`config.mk`:
```
export PLATFORM = sky130hd
export DESIGN_NAME = fifo_stream_reader
export DESIGN_NICKNAME = d
export VERILOG_FILES = /design/src/rtl/fifo_stream_pkg.sv /design/src/rtl/stream_skid_buf.sv /design/src/rtl/fifo_stream_reader.sv
export SDC_FILE = /design/constraint.sdc
export NUM_CORES = 1
export LEC_CHECK = 0
export CAP_MARGIN = 20
export CORE_ASPECT_RATIO = 1.75
export CORE_MARGIN = 1.5
export CORE_UTILIZATION = 49
export CTS_CLUSTER_DIAMETER = 100
export CTS_CLUSTER_SIZE = 10
export DETAILED_ROUTE_END_ITERATION = 8
export PLACE_DENSITY_LB_ADDON = 0.05
export SLEW_MARGIN = 20
export SYNTH_ARGS = -nofsm -noshare
export SYNTH_HDL_FRONTEND = slang
export SYNTH_SLANG_ARGS = --single-unit
```
`constraint.sdc`:
```
create_clock -name clk -period 1.8 [get_ports clk]
set_clock_uncertainty 0.15 [all_clocks]
set_input_delay 0.18 -clock clk [delete_from_list [all_inputs] [get_ports clk]]
set_output_delay 0.18 -clock clk [all_outputs]
set_load 0.03 [all_outputs]
```
`src/rtl/fifo_stream_pkg.sv`:
```
`default_nettype none
// +----------------------------------------------------------------------+
// | fifo_stream_pkg: shared types and sizes for the FIFO stream reader.  |
// | Revision: 1.0                                                        |
// +----------------------------------------------------------------------+
package fifo_stream_pkg;

  localparam int DEFAULT_DATA_WIDTH = 8;
  localparam int BUF_DEPTH          = 2;
  localparam int CNT_W              = 16;

  typedef logic [DEFAULT_DATA_WIDTH-1:0] word_t;

endpackage
`default_nettype wire

```
`src/rtl/stream_skid_buf.sv`:
```
`default_nettype none
// +----------------------------------------------------------------------+
// | stream_skid_buf: 2-entry register FIFO with independent push/pop.    |
// | Revision: 1.0                                                        |
// +----------------------------------------------------------------------+
module stream_skid_buf
  import fifo_stream_pkg::*;
#(
  parameter int DATA_WIDTH = DEFAULT_DATA_WIDTH
) (
  input  logic                  clk,
  input  logic                  rst,
  input  logic                  push,
  input  logic [DATA_WIDTH-1:0] push_data,
  input  logic                  pop,
  output logic [1:0]            occ,
  output logic [DATA_WIDTH-1:0] head_data
);

  logic [DATA_WIDTH-1:0] mem [BUF_DEPTH];
  logic                  head;
  logic                  tail;

  // Separate head/tail pointers keep order intact when push and pop coincide.
  always_ff @(posedge clk or posedge rst) begin
    if (rst) begin
      head <= 1'b0;
      tail <= 1'b0;
      occ  <= 2'd0;
      for (int i = 0; i < BUF_DEPTH; i++) begin
        mem[i] <= '0;
      end
    end else begin
      if (push) begin
        mem[tail] <= push_data;
        tail      <= ~tail;
      end
      if (pop) begin
        head <= ~head;
      end
      case ({push, pop})
        2'b10:   occ <= occ + 2'd1;
        2'b01:   occ <= occ - 2'd1;
        default: occ <= occ;
      endcase
    end
  end

  assign head_data = mem[head];

endmodule
`default_nettype wire

```
`src/rtl/fifo_stream_reader.sv`:
```
`default_nettype none
// +----------------------------------------------------------------------+
// | fifo_stream_reader: drains synchronous_fifo into a valid/ready       |
// | stream. Optional m_last framing when STREAM_LAST_EN is defined.      |
// | Revision: 1.0                                                        |
// +----------------------------------------------------------------------+
module fifo_stream_reader
  import fifo_stream_pkg::*;
#(
  parameter int DATA_WIDTH = DEFAULT_DATA_WIDTH,
  parameter int BURST_LEN  = 4
) (
  input  logic                  clk,
  input  logic                  rst_n,
  input  logic [DATA_WIDTH-1:0] fifo_data,
  input  logic                  fifo_empty,
  output logic                  fifo_r_en,
  output logic [DATA_WIDTH-1:0] m_data,
  output logic                  m_valid,
  input  logic                  m_ready,
  output logic                  m_last,
  output logic [CNT_W-1:0]      word_cnt
);

  logic [1:0] occ;
  logic       inflight;
  logic       pop;
  logic [1:0] credit_used;

  assign m_valid = (occ != 2'd0);
  assign pop     = m_valid & m_ready;

  // pop never exceeds occ, so this cannot underflow; max value is BUF_DEPTH.
  assign credit_used = occ + {1'b0, inflight} - {1'b0, pop};
  assign fifo_r_en   = !rst_n && !fifo_empty && (credit_used < 2'(BUF_DEPTH));

  always_ff @(posedge clk or posedge rst_n) begin
    if (rst_n) begin
      inflight <= 1'b0;
      word_cnt <= '0;
    end else begin
      inflight <= fifo_r_en;
      if (pop) begin
        word_cnt <= word_cnt + 1'b1;
      end
    end
  end

  stream_skid_buf #(
    .DATA_WIDTH (DATA_WIDTH)
  ) u_buf (
    .clk       (clk),
    .rst       (rst_n),
    .push      (inflight),
    .push_data (fifo_data),
    .pop       (pop),
    .occ       (occ),
    .head_data (m_data)
  );

`ifdef STREAM_LAST_EN
  localparam int BURST_W = (BURST_LEN > 1) ? $clog2(BURST_LEN) : 1;

  logic [BURST_W-1:0] burst_idx;

  always_ff @(posedge clk or posedge rst_n) begin
    if (rst_n) begin
      burst_idx <= '0;
    end else if (pop) begin
      if (burst_idx == BURST_W'(BURST_LEN - 1)) begin
        burst_idx <= '0;
      end else begin
        burst_idx <= burst_idx + 1'b1;
      end
    end
  end

  assign m_last = m_valid && (burst_idx == BURST_W'(BURST_LEN - 1));
`else
  // Framing disabled: the term is constant 0 for any legal BURST_LEN.
  assign m_last = m_valid && (BURST_LEN == 0);
`endif

endmodule
`default_nettype wire

```
**Yosys cells after proc, flatten, opt, wreduce, memory -nomap -nowiden**

Index checks and enable logic that the tools add are counted.

- Register bits: 37
- Word-level logic and storage cells: 37

- Bitwise logic cells: 5
- Add/sub/neg operators: 5
- Reduce and logical (&&, ||, !) cells: 7
- Multiplexer cells: 7
- Equality and inequality tests: 2
- Magnitude comparators: 4

Operator list:

| cell | count |
|---|---|
| two-way mux 8 bit | 4 |
| adder 16 x 1 -> 16 bit, second input constant | 1 |
| bitwise mux 16 bit | 1 |
| demux 8 bit (select 1 bit) | 1 |
| >= comparator 2 bit, second input constant | 2 |
| NOT 1 -> 2 bit | 2 |
| case mux 2 bit (2 select lines) | 1 |
| nonzero test 2 bit | 2 |
| logical AND 1 bit | 3 |
| adder 2 x 1 -> 2 bit | 1 |
| adder 2 x 1 -> 2 bit, second input constant | 1 |
| equality test 2 x 1 -> 1 bit, second input constant | 1 |
| equality test 2 bit, second input constant | 1 |
| zero test 1 bit | 2 |
| less-than comparator 2 x 1 -> 1 bit, second input constant | 1 |
| less-than comparator 2 bit, second input constant | 1 |
| NOT 1 bit | 2 |
| subtractor 2 x 1 -> 2 bit | 1 |
| subtractor 2 x 1 -> 2 bit, second input constant | 1 |
| AND 1 bit | 1 |

**Logic depth before layout (Yosys ltp)**

Gate-level depths: netlist (run 1).

- Word-level depth: 6
- Mapped depth: 5

**Modules after synthesis**

Synthesis (run 1) repeated with hierarchy kept, for this count alone.

- Cell total of the unflattened synthesis: 129
- Area total of the unflattened synthesis: 1,711.6 um2

By module, submodules not included:

| module | instances | area an instance (um2) | cells an instance | sequential area each (um2) |
|---|---|---|---|---|
| stream_skid_buf | 1 | 897.1 | 57 | 500.5 |
| fifo_stream_reader | 1 | 814.5 | 72 | 425.4 |

**Least setup slack after synthesis (run 1)**

No wires, ideal clock.

- Kind: reg2reg
- From: register u_buf.occ[0]
- To: register inflight
- Data required time: 1.445 ns
- Clock period less this slack: 1.884 ns
- Setup slack: -0.084 ns
- Cell stages (with the launch flop): 5
- Path buffers: 0
- Setup time: 0.205 ns
- Data arrival time: 1.530 ns
- Cell sequence: dfrtp_1 -> nor2b_1 -> mux2i_1 -> nor2_1 -> nor3_1

- Cells in the longest elaborated chain, start to end: 5

Ends and longest elaborated chain:

| element | RTL line | text |
|---|---|---|
| start: declaration | stream_skid_buf.sv:16 | `output logic [1:0] occ,` |
| start signal: assignment | stream_skid_buf.sv:42 | `2'b10: occ <= occ + 2'd1;` |
| start signal: assignment | stream_skid_buf.sv:43 | `2'b01: occ <= occ - 2'd1;` |
| branches (longest 2 deep; another with adder 2 x 1 -> 2 bit) | -- |  |
| subtractor 2 x 1 -> 2 bit * | fifo_stream_reader.sv:34 | `assign credit_used = occ + {1'b0, inflight} - {1'b0, pop};` |
| less-than comparator 2 bit * | fifo_stream_reader.sv:35 | `assign fifo_r_en = !rst_n && !fifo_empty && (credit_used < 2'(BUF_DEPTH));` |
| logical AND 1 bit * | fifo_stream_reader.sv:35 |  |
| net fifo_r_en | fifo_stream_reader.sv:17 | `output logic fifo_r_en,` |
| end signal: assignment | fifo_stream_reader.sv:42 | `inflight <= fifo_r_en;` |
| end: declaration | fifo_stream_reader.sv:26 | `logic inflight;` |

Mark *: on every way through the listed nets, which the timed path passes.
A chain may end at the register's enable or synchronous reset.

**Final worst setup path (run 1)**

- From: register u_buf.occ[0]
- To: output port fifo_r_en

- Cells in the longest elaborated chain, start to end: 5

Ends and longest elaborated chain:

| element | RTL line |
|---|---|
| branches (longest 2 deep; another with adder 2 x 1 -> 2 bit) | -- |
| subtractor 2 x 1 -> 2 bit * | fifo_stream_reader.sv:34 |
| less-than comparator 2 bit * | fifo_stream_reader.sv:35 |
| logical AND 1 bit * | fifo_stream_reader.sv:35 |
| end: declaration | fifo_stream_reader.sv:17 |

Mark *: on every way between the ends.

==> results.md, run 1 <==
* Status: finished, violations left
* Failing checks: setup timing
* Clock transition at path regs at ~0.07 ns
* Setup repair after global routing missed its margin: yes
* Distinct cells, synth at 29
* Die ar. at 0.003707 sq mm
* ANT cells at 0
* DRC viols at 0
* TritonCTS Buffers at 5
* Max-slew violations at 0
* Mean area per synthesized cell at between 10 and 15 sq um
* Routed Antenna Nets at 0
* Worst r2r src: u_buf.occ[0]
* First-pass GRT wire length at ~5400 microns
* CTS tree: done
* HP Class: input pin to asynchronous set/reset pin
* Via density at between 4 and 5
* Row count at 27
* Most common cell after layout, fill and taps aside: dfrtp_1
* Hold Slack at ~0.20 ns
* Root Buffer: clkbuf_8
* Mapped Cells at roughly 130
* Number of sinks on the clock net at 37
* Ys Warns at 0
* 1st-iter DRT viols at 19
* Total track usage at 20.79%
* Worst setup EP type: output port
* Setup slack after layout at -0.02537 ns
* WP data arrival at ~1.5 ns
* Share of layout cells above drive strength 1 at 32.95%
* Initial core utilization at 51.50%
* Critical Setup Path Class: flip-flop to output port
* Area grow syn2layout at 32.98%
* Worst R2R Setup Slack at approximately 0.12 ns
* Worst r2r dst: word_cnt[6]
* Worst-Skew Late Latency at slightly below 0.3 ns
* Vias in the first global route at between 1000 and 1500
* Mapped Area at 0.001635 sq mm
* Core Footprint at roughly 0.0032 sq mm
* Final count of negative-setup-slack endpoints at 1
* WL/cell at 14.62 microns
* Mapped Nets at about 140
* CP required at 1.47 ns
* CP max stage cell: dfrtp_1
* Vias at approximately 1100
* DR pass1 iterations at 4
* Highest clock rate at 0.5478 GHz
* Port Buffers at 37
* Leakage at between 0.001 and 0.0015 uW
* Path depth of the worst reg2reg path at 6
* Register bit total from synthesis at 37
* Die width at about 47 microns
* Final Hold Fails at 0
* Number of primary I/O pins at 39
* Routability cong. at ~0.72
* Worst Setup SP: u_buf.occ[0]
* Worst path max stage delay at around 0.4 ns
* Most frequent cells in the layout: dfrtp_1, mux2_2, clkdlybuf4s50_1
* Crit path max fanout at 4
* Tot Pwr at around 3300 uW
* H-tree depth at 2
* CP cell instances: nor2b_4 > mux2i_1 > nor2_1 > nor3_2 > buf_4
* Total gr overflow at 0
* Final WL at 3201 microns
* Clock Path Buffers at 2
* Final #Nets at ~190
* Max-Cap Viols at 0
* Die height at 79.43 microns
* Register area share after synthesis at a little under three fifths
* CP endpoint: fifo_r_en
* PwrDens at ~1500 mW/mm^2
* Largest net degree at the start of global routing at 38
* Initial antenna violation count at 0
* Fin crit period at between 1.5 and 2 ns
* DP HPWL at roughly 2300 microns
* Period utilization at 101.4%
* Setup crit start kind: flip-flop
* VDD IR-drop max at 1.303 mV
-- worst min path at each step --
stage                             from           end  cells after the start  slack [ns]
final                            rst_n  u_buf.mem[0]                      3        0.20
after detailed placement  word_cnt[15]  word_cnt[15]                      1        0.32
after global routing             rst_n      inflight                      3        0.27
after floorplan             fifo_empty      inflight                      1        0.17
after CTS                        rst_n  u_buf.mem[0]                      3        0.22
after global placement    word_cnt[15]  word_cnt[15]                      1        0.31
-- where the power goes --
group / switching (uW) / leakage, uW / total, uW / internal [uW]
combinational: 765 / 0.000513 / 1430 / 669
sequential: 180 / 0.000463 / 1280 / 1100
clock: 272 / 0.0000395 / 547 / 275
-- synth_stat cells --
master | count | area [sq um]
a21oi_1 | 2 | 10.01
nand4_1 | 2 | 12.51
buf_4 | 1 | 7.510
nor3_2 | 1 | 10.01
nand2_1 | 9 | 33.78
xor2_1 | 4 | 35.03
nand2b_1 | 2 | 12.51
conb_1 | 1 | 3.750
nor2b_1 | 2 | 12.51
dfrtp_1 | 37 | 925.9
xor2_2 | 1 | 16.27
o21ai_2 | 1 | 8.760
and2_1 | 1 | 6.260
nor2_1 | 5 | 18.77
mux2i_1 | 1 | 10.01
o211ai_1 | 1 | 7.510
and4_4 | 1 | 11.26
or2_2 | 1 | 6.260
clkbuf_1 | 2 | 7.510
and3_1 | 1 | 6.260
buf_2 | 1 | 5.000
xnor2_1 | 13 | 113.9
ha_1 | 1 | 12.51
inv_1 | 2 | 7.510
nor3_4 | 1 | 16.27
nand3_1 | 5 | 25.02
mux2_2 | 25 | 281.5
or2_1 | 1 | 6.260
nor3_1 | 1 | 5.000
-- critical path: cells and delay by family (launching register included) --
| family | cells | cell delay (ns) |
|---|---|---|
| flip-flops | 1 | 0.41 |
| multiplexers | 1 | 0.19 |
| buffers and inverters | 1 | 0.19 |
| AND/OR/NAND/NOR | 3 | 0.42 |
-- sequential cells by signal, summed over array words and instances, names as in the netlist --
signal      cells
inflight        1
u_buf.head      1
u_buf.mem      16
u_buf.occ       2
u_buf.tail      1
word_cnt       16
-- per-layer routing --
metal  up-vias  track usage, %  part of all wire, %
li1        518               -                    -
met1       537           22.29                   37
met2        31           35.83                   57
met3         7           5.882                  4.4
met4         0           9.444                  2.4
met5         -               0                    0
-- stage by stage --
step | setup WS, ns | cell area (sq um) | setup TNS [ns] | cells | utilization [%]
after global placement | -0.04515 | 2079 | -0.3143 | 207 | 65.48
final | -0.02537 | 2175 | -0.02537 | 219 | 68.48
after CTS | -0.01674 | 2200 | -0.01674 | 219 | 69.27
after global routing | -0.1443 | 2175 | -0.1443 | 219 | 68.48
after detailed placement | -0.08006 | 2079 | -0.5623 | 207 | 65.48
after floorplan | 0.1688 | 1640 | 0 | 126 | -
-- repair_timing --
item | 4_1_cts | 5_1_grt
pin swaps | 0 | 0
buffers inserted | 4 | 0
resized for setup | 25 | 13
hold buffers | 0 | 0
endpoints found under the setup margin | 10 | 12
-- layout make-up --
type	count	area, sq um
clock buffers	8	80.08
fillers	281	1001
inverters	2	7.507
multi-input cells	83	694.4
flip-flops and latches	37	927.1
well taps	43	53.80
repair buffers	46	411.6
-- cell families (layout without fill, tap and decap cells) --
| logic type | Yosys count | count (layout) | share of synthesized area (%) |
|---|---|---|---|
| adder cells (fa/ha/maj) | 1 | 1 | 0.7650 |
| flip-flops | 37 | 37 | 56.62 |
| other | 1 | 1 | 0.2293 |
| multiplexers | 26 | 26 | 17.83 |
| buffers and inverters | 6 | 56 | 1.683 |
| AND/OR/NAND/NOR | 33 | 33 | 11.17 |
| AO/OA/AOI/OAI | 4 | 4 | 1.607 |
| XOR/XNOR | 18 | 18 | 10.10 |
Power figures use the tool's default switching activity.
==> run 2, diff against run 1 <==
CORE_UTILIZATION = 35   (was 49)
==> run 2 against run 1 <==
The run now ends clean. Flip-flop and latch count is the same. Highest routed layer unchanged. Power is 8.2% higher. Critical endpoint unchanged. Global-route usage shrank 5.7 points. First-iteration DRC count down 37%.
==> results.md, run 2 (same netlist as run 1, synthesis figures left out) <==
* Status: completed
* Number of primary I/O pins at 39
* CTS tree: done
* Share of layout cells above drive strength 1 at 34.46%
* Worst-Skew Late Latency at ~0.29 ns
* Most frequent cells in the layout: dfrtp_1, mux2_2, clkdlybuf4s50_1
* Die ar. at 0.005108 sq mm
* Routed Antenna Nets at 0
* Max-Cap Viols at 0
* Most common cell after layout, fill and taps aside: dfrtp_1
* VDD IR-drop max at between 0.9 and 1 mV
* Initial core utilization at 36.80%
* Placed Instances at between 200 and 250
* Critical Setup Path Class: flip-flop to output port
* Clock Path Buffers at 2
* Setup slack after layout at ~0.037 ns
* DP HPWL at about 2300 microns
* Fin crit period at 1.763 ns
* Area grow syn2layout at 37.72%
* Setup crit start kind: flip-flop
* Die width at 54.67 microns
* Crit path max fanout at 4
* Vias at ~1100
* HP Class: input pin to asynchronous set/reset pin
* Tot Pwr at approximately 3500 uW
* Final core occ at around 51%
* Path depth of the worst reg2reg path at 6
* Port Buffers at 37
* Total gr overflow at 0
* Final count of negative-setup-slack endpoints at 0
* PwrDens at around 1600 mW/mm^2
* 1st-iter DRT viols at 12
* Final Hold Fails at 0
* Largest net degree at the start of global routing at 38
* Clock transition at path regs at ~0.070 ns
* CTS Hold Bufs at 0
* ANT cells at 0
* Leakage at approximately 0.0010 uW
* Setup TNS at 0 ns
* CP required at around 1.5 ns
* Total track usage at 15.05%
* DR pass1 iterations at 6
* Finished Layout Cells at about 230
* Die height at around 93 microns
* Top Registers: u_buf.mem: 16 flops, word_cnt: 16 flops, u_buf.occ: 2 flops
* WL/cell at 14.08 microns
* First-pass GRT wire length at 5423 microns
* WP data arrival at 1.43 ns
* TritonCTS Buffers at 5
* Final WL at around 3200 microns
* Routability cong. at 0.7211
* H-tree depth at 2
* Final #Nets at between 150 and 200
* Root Buffer: clkbuf_8
* Highest clock rate at 0.5672 GHz
* Setup repair after global routing missed its margin: yes
* Place WS at -0.09261 ns
* Vias in the first global route at between 1000 and 1500
* Worst setup EP type: output port
* Row count at 32
* Core Footprint at 0.004444 sq mm
* Period utilization at 97.95%
* Via density at 4.759
* DRC viols at 0
* Number of sinks on the clock net at 37
* Initial antenna violation count at 0
* Max-slew violations at 0
-- run 2: cell types whose count changed in the layout (fill, tap and decap cells not counted) --
cell / previous run / this run
buf_2: 1 / 4
clkbuf_1: 3 / 0
clkinv_2: 0 / 1
dlygate4sd2_1: 1 / 3
clkdlybuf4s50_1: 22 / 21
clkdlybuf4s15_2: 2 / 3
clkbuf_2: 6 / 2
bufinv_16: 0 / 2
-- run 2: final timing paths --
path / from / end / slack (ns)
max in group asynchronous: rst_n / u_buf.head / 0.92
min: rst_n / u_buf.mem[8] / 0.21
max reg2reg: u_buf.occ[0] / word_cnt[6] / 0.18
max: u_buf.occ[0] / fifo_r_en / 0.04
min in group clk: word_cnt[15] / word_cnt[15] / 0.32
min reg2reg: word_cnt[15] / word_cnt[15] / 0.32
-- run 2: repair_timing --
action / 4_1_cts / 5_1_grt
resized for setup: 28 / 12
buffers inserted: 3 / 0
pin swaps: 0 / 0
setup endpoints to repair: 11 / 10
-- run 2: per-layer routing --
metal	vias up	track usage (%)	share of wire, %
met4	0	6.250	1.8
met5	-	0	0
li1	520	-	-
met1	535	15.78	37
met3	6	4.313	3.4
met2	24	26.39	58
-- run 2: area by class of cell --
type                       instances  area (sq um)
fill                             409          2192
clock inverter                     3         65.06
clock buffer                       5         68.82
multi-input combinational         83         694.4
sequential                        37         927.1
inverter                           2         7.507
tap                               51         63.81
timing repair buffer              47         425.4
-- run 2: power by group --
part / switching (uW) / total [uW] / internal [uW]
sequential: 185 / 1290 / 1100
combinational: 745 / 1390 / 648
clock: 302 / 853 / 551
-- run 2: worst max-delay path: stages, from the launching register on --
cell and delay (ns):
dfrtp_1 0.39, nor2b_4 0.17, mux2i_1 0.19, nor2_1 0.07
nor3_2 0.14, buf_4 0.19
-- run 2: through the flow --
step | hold WS, ns | cell area (sq um)
final | 0.2105 | 2252
after global placement | 0.3124 | 2105
after CTS | 0.2218 | 2271
after global routing | 0.2671 | 2252
after floorplan | 0.1733 | 1640
after detailed placement | 0.3122 | 2105
==> run 3, diff against run 2 <==
DONT_BUFFER_PORTS = 1   (was unset)
HOLD_SLACK_MARGIN = 0.02   (was unset)
==> run 3 against run 2 <==
Power decreased by 11%. Fmax increased by 2.1%. Register-to-register slack got worse by 0.08 ns. Largest power group is now sequential cells. Critical endpoint unchanged. Highest routed layer unchanged.
==> results.md, run 3 (same netlist as run 1, synthesis figures left out) <==
* Via density at around 4.9
* Setup repair after global routing missed its margin: yes
* WP data arrival at between 1 and 1.5 ns
* Initial antenna violation count at 0
* DRC viols at 0
* HP Class: input pin to flip-flop
* Most frequent cells in the layout: dfrtp_1, mux2_2, buf_4
* M2 GR Usage at approximately 25%
* Worst-Skew Late Latency at 0.29 ns
* Met1 global-route usage at 13.60%
* Max-Cap Viols at 0
* Critical Setup Path Class: flip-flop to output port
* Final WL at 3143 microns
* FF+latch area at roughly 930 sq um
* Area grow syn2layout at 26.17%
* Final count of negative-setup-slack endpoints at 0
* HP Start: m_ready
* First-pass GRT wire length at 4954 microns
* Leakage at roughly 0.00092 uW
* Core Footprint at 0.004444 sq mm
* PwrDens at roughly 1500 mW/mm^2
* Die height at 93.43 microns
* Routability cong. at 0.6969
* Final Hold Fails at 0
* Period utilization at 95.96%
* CP required at between 1 and 1.5 ns
* Clock transition at path regs at 0.07 ns
* VDD IR-drop max at between 0.8 and 0.9 mV
* Final #Nets at ~170
* Root Buffer: clkbuf_8
* Setup crit start kind: flip-flop
* Port Buffers at 0
* Total gr overflow at 0
* ANT cells at 0
* Number of sinks on the clock net at 37
* Initial core utilization at 36.80%
* Routed Antenna Nets at 0
* Die width at about 55 microns
* CTS tree: done
* Number of primary I/O pins at 39
* Fillers at between 400 and 500
* Vias in the first global route at 1079
* 1st-iter DRT viols at 13
* M3 GR Usage at under 10%
* Most common cell after layout, fill and taps aside: dfrtp_1
* Footprint of the multi-input gates at 701.9 sq um
* Vias at about 1000
* WL/cell at about 15 microns
* Crit path max fanout at 4
* Hold Slack at slightly below 0.007 ns
* TritonCTS Buffers at 5
* Top Registers: u_buf.mem: 16 flops, word_cnt: 16 flops, u_buf.occ: 2 flops
* Status: completed
* Largest net degree at the start of global routing at 38
* Highest clock rate at ~0.58 GHz
* GR peak layer: met2
* Final core occ at 46.42%
* DP HPWL at 2228 microns
* Worst Setup SP: u_buf.occ[0]
* Worst r2r src: u_buf.occ[0]
* Fin crit period at 1.727 ns
* Row count at 32
* Share of layout cells above drive strength 1 at a little under two fifths
* Clock Path Buffers at 2
* H-tree depth at 2
* Worst setup EP type: output port
* Die ar. at 0.005108 sq mm
* DR pass1 iterations at 2
* Max-slew violations at 0
* Total track usage at between 10% and 20%
## run 3: timing repair
item | in CTS | in global routing
buffers inserted | 2 | 0
hold endpoints to repair | 59 | 0
setup endpoints to repair | 1 | 3
gates resized for setup | 1 | 4
hold buffers | 15 | 0
## run 3: cell type report
class | instances | share of cell area [%]
Clock inverter | 1 | 0.2426
Multi-Input combinational cell | 83 | 34.02
Tap cell | 51 | 3.093
Timing Repair Buffer | 30 | 12.61
Sequential cell | 37 | 45.00
Inverter | 2 | 0.3639
Clock buffer | 7 | 4.669
## run 3: metrics by stage
| stage | cells | setup slack (ns) | power, uW | cell area (sq um) | setup TNS (ns) |
|---|---|---|---|---|---|
| 3_5_place_dp | 187 | 0.2050 | 2466 | 1789 | 0 |
| 4_1_cts | 212 | 0.02353 | 3180 | 2058 | 0 |
| 2_1_floorplan | 126 | 0.1688 | 2229 | 1640 | 0 |
| 5_1_grt | 211 | -0.04079 | 3303 | 2063 | -0.04079 |
| 3_3_place_gp | 187 | 0.2091 | 2434 | 1789 | 0 |
| 6_report | 211 | 0.07266 | 3136 | 2063 | 0 |
## run 3: worst max-delay path: stages (launching register included)
cell,delay (ns)
dfrtp_1,0.39
nor2b_4,0.17
mux2i_1,0.18
nor2_1,0.08
nor3_2,0.11
buf_4,0.18
## run 3: path summary, 6_finish.rpt
check                           slack [ns]           to  depth (start not counted)
worst max-delay path                  0.07    fifo_r_en                          5
worst min-delay path                 0.007  word_cnt[2]                          2
worst max register to register        0.10   u_buf.head                          4
worst min register to register        0.34   u_buf.tail                          1
max in group asynchronous             0.79  word_cnt[0]                          3
min in group asynchronous             0.35     inflight                          3
## run 3: where the power goes
group	switching [uW]	total, uW	internal (uW)
clock	294	640	346
combinational	695	1200	507
sequential	191	1290	1100
total	1180	3140	1960
## run 3: per-layer routing
layer | routed length, microns | share of wire [%]
met3 | 123 | 3.9
met1 | 1133 | 36
met2 | 1807 | 57
met5 | 0 | 0
met4 | 78 | 2.5
